==> src/rtl/pr_region_ctrl.sv <==
// Partial-reconfiguration controller: isolates one of NUM_RP partitions, streams a
// bitstream into an ICAP-style port, pulses the partition module reset, then releases it.
module pr_region_ctrl #(
  parameter int NUM_RP      = 4,
  parameter int DATA_W      = 32,
  parameter int LEN_W       = 20,
  parameter int DCPL_CYCLES = 4,
  parameter int RST_CYCLES  = 16,
  parameter int TIMEOUT     = 1023,
  parameter int BIT_SWAP    = 1,
  localparam int RP_W       = (NUM_RP > 1) ? $clog2(NUM_RP) : 1
) (
  input  logic              CLK,
  input  logic              RST_n,
  input  logic              req_valid,
  output logic              req_ready,
  input  logic [RP_W-1:0]   req_rp,
  input  logic [LEN_W-1:0]  req_len,
  input  logic [DATA_W-1:0] s_data,
  input  logic              s_valid,
  output logic              s_ready,
  output logic [DATA_W-1:0] cfg_data,
  output logic              cfg_csib,
  output logic              cfg_rdwrb,
  input  logic              cfg_wait,
  output logic [NUM_RP-1:0] decouple,
  output logic [NUM_RP-1:0] rm_rst_n,
  output logic              busy,
  output logic              done,
  output logic              err
);

  localparam int CNT_MAX = (DCPL_CYCLES > RST_CYCLES) ? DCPL_CYCLES : RST_CYCLES;
  localparam int CNT_W   = $clog2(CNT_MAX + 1);
  localparam int IDLE_W  = $clog2(TIMEOUT + 1);

  localparam logic [2:0] ST_IDLE     = 3'd0;
  localparam logic [2:0] ST_DECOUPLE = 3'd1;
  localparam logic [2:0] ST_STREAM   = 3'd2;
  localparam logic [2:0] ST_RESET    = 3'd3;
  localparam logic [2:0] ST_RELEASE  = 3'd4;

  // Bit i of every byte moves to bit 7-i of the same byte; byte order is kept.
  function automatic logic [DATA_W-1:0] f_bit_swap(input logic [DATA_W-1:0] d);
    logic [DATA_W-1:0] r;
    r = d;
    for (int b = 0; b < DATA_W / 8; b++) begin
      for (int i = 0; i < 8; i++) begin
        r[8*b + i] = d[8*b + 7 - i];
      end
    end
    return r;
  endfunction

  logic [2:0]        r_state;
  logic [RP_W-1:0]   r_rp;
  logic [LEN_W-1:0]  r_rem;
  logic [CNT_W-1:0]  r_cnt;
  logic [IDLE_W-1:0] r_idle;
  logic [DATA_W-1:0] r_cfg_data;
  logic              r_csib;
  logic [NUM_RP-1:0] r_decouple;
  logic [NUM_RP-1:0] r_rm_rst_n;
  logic              r_started;
  logic              r_done;
  logic              r_err;

  logic              w_rp_ok;
  logic              w_beat;
  logic [NUM_RP-1:0] w_req_mask;
  logic [NUM_RP-1:0] w_sel;
  logic [DATA_W-1:0] w_word;

  assign w_rp_ok    = (32'(req_rp) < 32'(NUM_RP));
  assign w_req_mask = NUM_RP'(1) << req_rp;
  assign w_sel      = NUM_RP'(1) << r_rp;
  assign w_word     = (BIT_SWAP != 0) ? f_bit_swap(s_data) : s_data;

  assign req_ready = (r_state == ST_IDLE);
  assign busy      = (r_state != ST_IDLE);
  assign s_ready   = (r_state == ST_STREAM) & ~cfg_wait;
  assign w_beat    = s_valid & s_ready;

  assign cfg_data  = r_cfg_data;
  assign cfg_csib  = r_csib;
  assign cfg_rdwrb = 1'b0;
  assign decouple  = r_decouple;
  assign rm_rst_n  = r_rm_rst_n;
  assign done      = r_done;
  assign err       = r_err;

  always_ff @(posedge CLK or negedge RST_n) begin
    if (!RST_n) begin
      r_state    <= ST_IDLE;
      r_rp       <= '0;
      r_rem      <= '0;
      r_cnt      <= '0;
      r_idle     <= '0;
      r_cfg_data <= '0;
      r_csib     <= 1'b1;
      r_decouple <= '0;
      r_rm_rst_n <= '0;
      r_started  <= 1'b0;
      r_done     <= 1'b0;
      r_err      <= 1'b0;
    end else begin
      r_done <= 1'b0;
      r_err  <= 1'b0;
      r_csib <= 1'b1;
      // Module resets come out of reset together on the first edge after RST_n rises.
      if (!r_started) begin
        r_started  <= 1'b1;
        r_rm_rst_n <= '1;
      end

      case (r_state)
        ST_IDLE: begin
          if (req_valid) begin
            if (w_rp_ok) begin
              r_rp       <= req_rp;
              r_rem      <= req_len;
              r_cnt      <= '0;
              r_decouple <= r_decouple | w_req_mask;
              r_state    <= ST_DECOUPLE;
            end else begin
              r_err <= 1'b1;
            end
          end
        end

        ST_DECOUPLE: begin
          if (r_cnt == CNT_W'(DCPL_CYCLES - 1)) begin
            r_cnt  <= '0;
            r_idle <= '0;
            if (r_rem == '0) begin
              r_rm_rst_n <= r_rm_rst_n & ~w_sel;
              r_state    <= ST_RESET;
            end else begin
              r_state <= ST_STREAM;
            end
          end else begin
            r_cnt <= r_cnt + 1'b1;
          end
        end

        ST_STREAM: begin
          if (w_beat) begin
            r_cfg_data <= w_word;
            r_csib     <= 1'b0;
            r_idle     <= '0;
            r_rem      <= r_rem - 1'b1;
            if (r_rem == LEN_W'(1)) begin
              r_cnt      <= '0;
              r_rm_rst_n <= r_rm_rst_n & ~w_sel;
              r_state    <= ST_RESET;
            end
          end else if (r_idle == IDLE_W'(TIMEOUT - 1)) begin
            // Abort leaves the partition isolated and held in reset until reloaded.
            r_err      <= 1'b1;
            r_rm_rst_n <= r_rm_rst_n & ~w_sel;
            r_state    <= ST_IDLE;
          end else begin
            r_idle <= r_idle + 1'b1;
          end
        end

        ST_RESET: begin
          if (r_cnt == CNT_W'(RST_CYCLES - 1)) begin
            r_rm_rst_n <= r_rm_rst_n | w_sel;
            r_decouple <= r_decouple & ~w_sel;
            r_done     <= 1'b1;
            r_state    <= ST_RELEASE;
          end else begin
            r_cnt <= r_cnt + 1'b1;
          end
        end

        ST_RELEASE: r_state <= ST_IDLE;

        default: r_state <= ST_IDLE;
      endcase
    end
  end

endmodule

==> config.mk <==
export PLATFORM = sky130hd
export DESIGN_NAME = pr_region_ctrl
export DESIGN_NICKNAME = d
export VERILOG_FILES = /design/src/rtl/pr_region_ctrl.sv
export SDC_FILE = /design/constraint.sdc
export NUM_CORES = 1
export LEC_CHECK = 0
export ABC_AREA = 1
export CAP_MARGIN = 20
export CORE_MARGIN = 1.5
export CORE_UTILIZATION = 30
export DETAILED_ROUTE_END_ITERATION = 8
export HOLD_SLACK_MARGIN = 0.02
export PLACE_DENSITY = 0.5
export SYNTH_ARGS = -nofsm -noshare
export SYNTH_HDL_FRONTEND = slang
export SYNTH_SLANG_ARGS = --single-unit
==> constraint.sdc <==
create_clock -name CLK -period 2.95 [get_ports CLK]
set_clock_uncertainty 0.05 [all_clocks]
set_input_delay 0.59 -clock CLK [delete_from_list [all_inputs] [get_ports CLK]]
set_output_delay 0.59 -clock CLK [all_outputs]
set_load 0.1 [all_outputs]
## Yosys cells after proc, flatten, opt, wreduce, memory -nomap -nowiden

Cells that the tools add are included.

| storage, ports and cells | value |
|---|---|
| output and inout bits | 47 |
| logic and storage cells | 94 |
| input port bits | 59 |
| bits in registers | 84 |

| cells by class | value |
|---|---|
| shift-type cells | 2 |
| bitwise gates (word level) | 8 |
| equal/unequal tests | 16 |
| multiplexer cells | 39 |
| add/sub/neg operators | 3 |
| reductions and logical operators | 14 |

Operator list:

| kind | count |
|---|---|
| $mux 20 | 2 |
| $pmux 20 s2 | 1 |
| $mux 4 | 9 |
| $mux 10 | 3 |
| $mux 5 | 5 |
| $eq 20x1->1 const B | 1 |
| $logic_not 20->1 | 1 |
| $pmux 10 s2 | 1 |
| $pmux 5 s4 | 1 |
| $sub 20x1->20 const B | 1 |
| $mux 3 | 6 |
| $pmux 3 s4 | 1 |
| $pmux 4 s3 | 1 |
| $add 10x1->10 const B | 1 |
| $eq 10x10->1 const B | 1 |
| $ne 2x2->1 const B | 5 |
| $reduce_and 5->1 | 2 |
| $reduce_and 3->1 | 3 |
| $and 4x4->4 | 2 |
| $mux 1 | 8 |
| $or 4x4->4 | 2 |
| $pmux 4 s2 | 1 |
| $shl 1x2->4 const A | 2 |
| $eq 3x2->1 const B | 2 |
| other kinds (15) | 20 |

## Depth between registers and ports, before layout

| logic depth | value |
|---|---|
| depth in word-level cells | 6 |
| gate-level depth with buffers | 11 |
| mapped depth without buffers | 11 |

## Least setup slack after synthesis

Ideal clock, no wire load.

| path | value |
|---|---|
| path kind | register to register |
| start | reg r_state[1] |
| end | reg r_rem[7] |
| path slack | 0.730 ns |
| library setup time | 0.117 ns |
| period minus slack after synthesis | 2.220 ns |
| cell stages (with the launch flop) | 10 |
| arrival | 2.053 ns |
| data required time | 2.783 ns |
| path buffers | 1 |
| cell sequence | dfrtp_1 -> inv_1 -> nand2_2 -> inv_2 -> nand2_2 -> nand2_2 -> buf_2 -> o21bai_1 -> o21ai_1 -> inv_1 |

| between the ends | value |
|---|---|
| elaborated cells on any way between the ends | 9 |
| classes of those cells | 3 x eq/ne; 1 x mux; 2 x bitwise; 3 x reduce/logical |

RTL lines:

| what | line | RTL |
|---|---|---|
| from (decl) | 55 | `logic [2:0] r_state;` |
| from (signal assigned) | 94 | `r_state <= ST_IDLE;` |
| from (signal assigned) | 124 | `r_state <= ST_DECOUPLE;` |
| from (signal assigned) | 137 | `r_state <= ST_RESET;` |
| $logic_not 3->1 * | - |  |
| named net req_ready | 16 | `output logic req_ready,` |
| $ne 2x2->1 (no line) / $reduce_bool 2->1 (equally long branches) | - |  |
| $reduce_and 3->1 (no line) | - |  |
| to (signal assigned) | 121 | `r_rem <= req_len;` |
| to (signal assigned) | 151 | `r_rem <= r_rem - 1'b1;` |
| to (decl) | 57 | `logic [LEN_W-1:0] r_rem;` |

Mark *: on every way through the listed nets, which the timed path passes. The rest lies on a longest branch.
A chain may end at the register's enable or synchronous reset.

## Worst setup path after layout

| path | value |
|---|---|
| start | reg r_state[0] |
| end | out s_ready |

| between the ends | value |
|---|---|
| word-level cells in the longest chain between the ends | 2 |

Ends and longest elaborated chain:

| what | line | RTL |
|---|---|---|
| $eq 3x2->1 | 81 | `assign s_ready = (r_state == ST_STREAM) & ~cfg_wait;` |
| $and 1x1->1 | 81 |  |
| to (decl) | 21 | `output logic s_ready,` |

Every way passes these cells.

==> flow_summary.toml <==
[run_status]
status = "finished, final reports clean"

[yosys]
synthCells = 610
synth_seq_cells = 84
ys.flop_type = "dfrtp_1"
synth_top_area_frac = 0.465
async_flop_share = 1.00
ys_warn_count = 0
synth_area_leader_cell = "dfrtp_1"
synth_fp_nets = 676
netlist_area_um2 = 4470
synth_edf_count = 0
synth_cell_type_count = 35
synth.avg_cell_area_um2 = 7.33
ys_seq_area_frac = 0.470
synth.top_cells.by_area = "dfrtp_1 (46%), nand2_1 (19%), nor2_1 (6.0%), o21ai_0 (5.0%), inv_1 (4.6%)"

[placed_design]
placedCellCount = 884
dp.final_hpwl_um = 8250
gp_congestion = 0.800
placed_cell_area_um2 = 5590
portBuffers = 104

[timing]
timing.final.crit_share = 0.741
setup_violations = 0
setup-tns-final_ps = 0
clock.fmax_ghz = 0.458
report.final.hold_viol_count = 0
finalMaxSlewViolations = 0
rsz0062_at_grt = "no"
fin_crit_ps = 2190

[layout]
num_antenna_cells = 0
post-route-cell-area_um2 = 5860
num-fill-cells = 1525
final_common_cell = "nand2_1"
fin_cells = 900
area_delta_synth_final_pct = 31.0
layout-drive-gt1-share = 0.120
mostFrequentLayoutCells = "nand2_1 (222), dfrtp_1 (83), nor2_1 (72), clkdlybuf4s50_1 (57), inv_1 (55)"
nNetsFinal = 777

[clock_network]
post_cts_buffers = 0
cts_root_buf = "clkbuf_16"
cts.sinks = 84
path_clk_slew_ps = 70
clkLatencyLatePin_ps = 350
clockBufferDepth = 2
cts_hold_buf = 0
numCtsBuffers = 9
cts_resized = 0
tritoncts = "done"
h-tree-depth = 3

[critical_path]
critPathTopFamily = "simple AND/OR/NAND/NOR gates"
crit_path_top_delay_cell = "dfrtp_1"
regToRegSetupSlack_ps = 830
critPathRequiredTime_ps = 2310
end_kind = "output pin"
cp_num_buf_inv = 1
worstPathArrival_ps = 1550
cpMostUsedCell = "nor2_4"
path_cells = "nor2_4 -> nand2_4 -> nor2_4 -> buf_12"
worstSetupPathType = "reg -> out"
crit_path_start_kind = "register"
cpPeakStageDelay_ps = 430
path_max_fanout = 24

[die]
ios = 106
die_area_um2 = 15600
start_util = 0.308
die_height_um = 125
die_w_um = 125
core-area_um2 = 14500
num_rows = 44

[routing]
antenna_left = 0
totalWireLength_um = 11700
dr_total_vias = 4122
wl_per_cell_um = 12.9
vias_per_cell = 4.58
drtIter0Drc = 203
dr.pass1.iters = 4
drcViolationCount = 0

[pwr]
max-vdd-ir-drop_v = 0.000926
power_density_nw_per_um2 = 1260
finalPower_w = 0.00736
p_leak_nw = 2.87

[job]
maxCapViolations = 0

[global_route]
grt_pass1_wl_um = 19400
antenna_found_initial = 0
grt_max_degree = 62
grt_util_all_layers = 0.153
grt_pass1_vias = 4016
overflow = 0

[worst_hold_path]
min_path_type = "in -> async"
worst register-to-register path: cells and delay by family, from the launching register on:
family / cells / cell delay (ps)
buffers and inverters: 2 / 810
AND/OR/NAND/NOR: 4 / 600
flip-flops: 1 / 470
AO/OA/AOI/OAI: 1 / 70
power breakdown:
| part | leakage [nW] | internal, W | switching (W) |
|---|---|---|---|
| Clock | 0.124 | 0.000569 | 0.000486 |
| Sequential | 1.04 | 0.00162 | 0.000364 |
| Combinational | 1.70 | 0.00100 | 0.00333 |
cells in the mapped netlist, types with 6 or more instances:
cell       n
a21oi_1   13
ha_1       7
dfrtp_1   83
inv_1     55
nand2_2    6
nand3_1   30
nand2_1  222
xor2_1     8
nor2_1    72
o21ai_1    7
nand4_1   14
buf_2     11
o21ai_0   45
sequential cells by signal (all words and copies together), names as in the netlist:
register   flops
cfg_data      32
r_rem         20
r_idle        10
r_cnt          5
decouple       4
rm_rst_n       4
r_state        3
r_rp           2
cfg_csib       1
done           1
err            1
r_started      1
final timing paths:
path | to | depth (start not counted) | startpoint
min in group CLK | cfg_data[27] | 2 | cfg_data[27]
max reg2reg | r_rem[18] | 7 | r_state[1]
max | s_ready | 4 | r_state[0]
max in group asynchronous | cfg_csib | 2 | RST_n
min | r_rem[7] | 1 | RST_n
min reg2reg | cfg_data[27] | 2 | cfg_data[27]
stage by stage:
step	util	worst slack (ps)	hold slack [ps]
after floorplan	-	730	244
after global placement	0.384	673	415
after detailed placement	0.384	625	417
after CTS	0.403	738	92.3
after global routing	0.403	578	109
final	0.403	764	93.1
area by class of cell:
type,count,area (µm²),share of cell area
clock buffers,10,229,0.0391
well taps,184,230,0.0393
inverters,59,221,0.0378
flip-flops and latches,84,2100,0.359
repair buffers,109,986,0.168
clock inverters,6,41.3,0.00705
multi-input cells,448,2040,0.349
per-layer routing:
metal | wire length (µm) | vias to the layer above | track usage
met2 | 5310 | 81 | 0.243
li1 | - | 2117 | -
met3 | 500 | 12 | 0.0445
met1 | 5680 | 1912 | 0.203
met4 | 167 | 0 | 0.0488
met5 | 0 | - | 0
cell families after synthesis:
logic type / share of synthesized area
xor gates and xnor gates: 0.0157
other: 0.00168
buffers and inverters: 0.0722
adders and majority gates: 0.0196
AOI/OAI and AO/OA: 0.0912
DFF: 0.470
and+or+nand+nor: 0.329
Note: power is estimated with default switching activity, not from simulation.
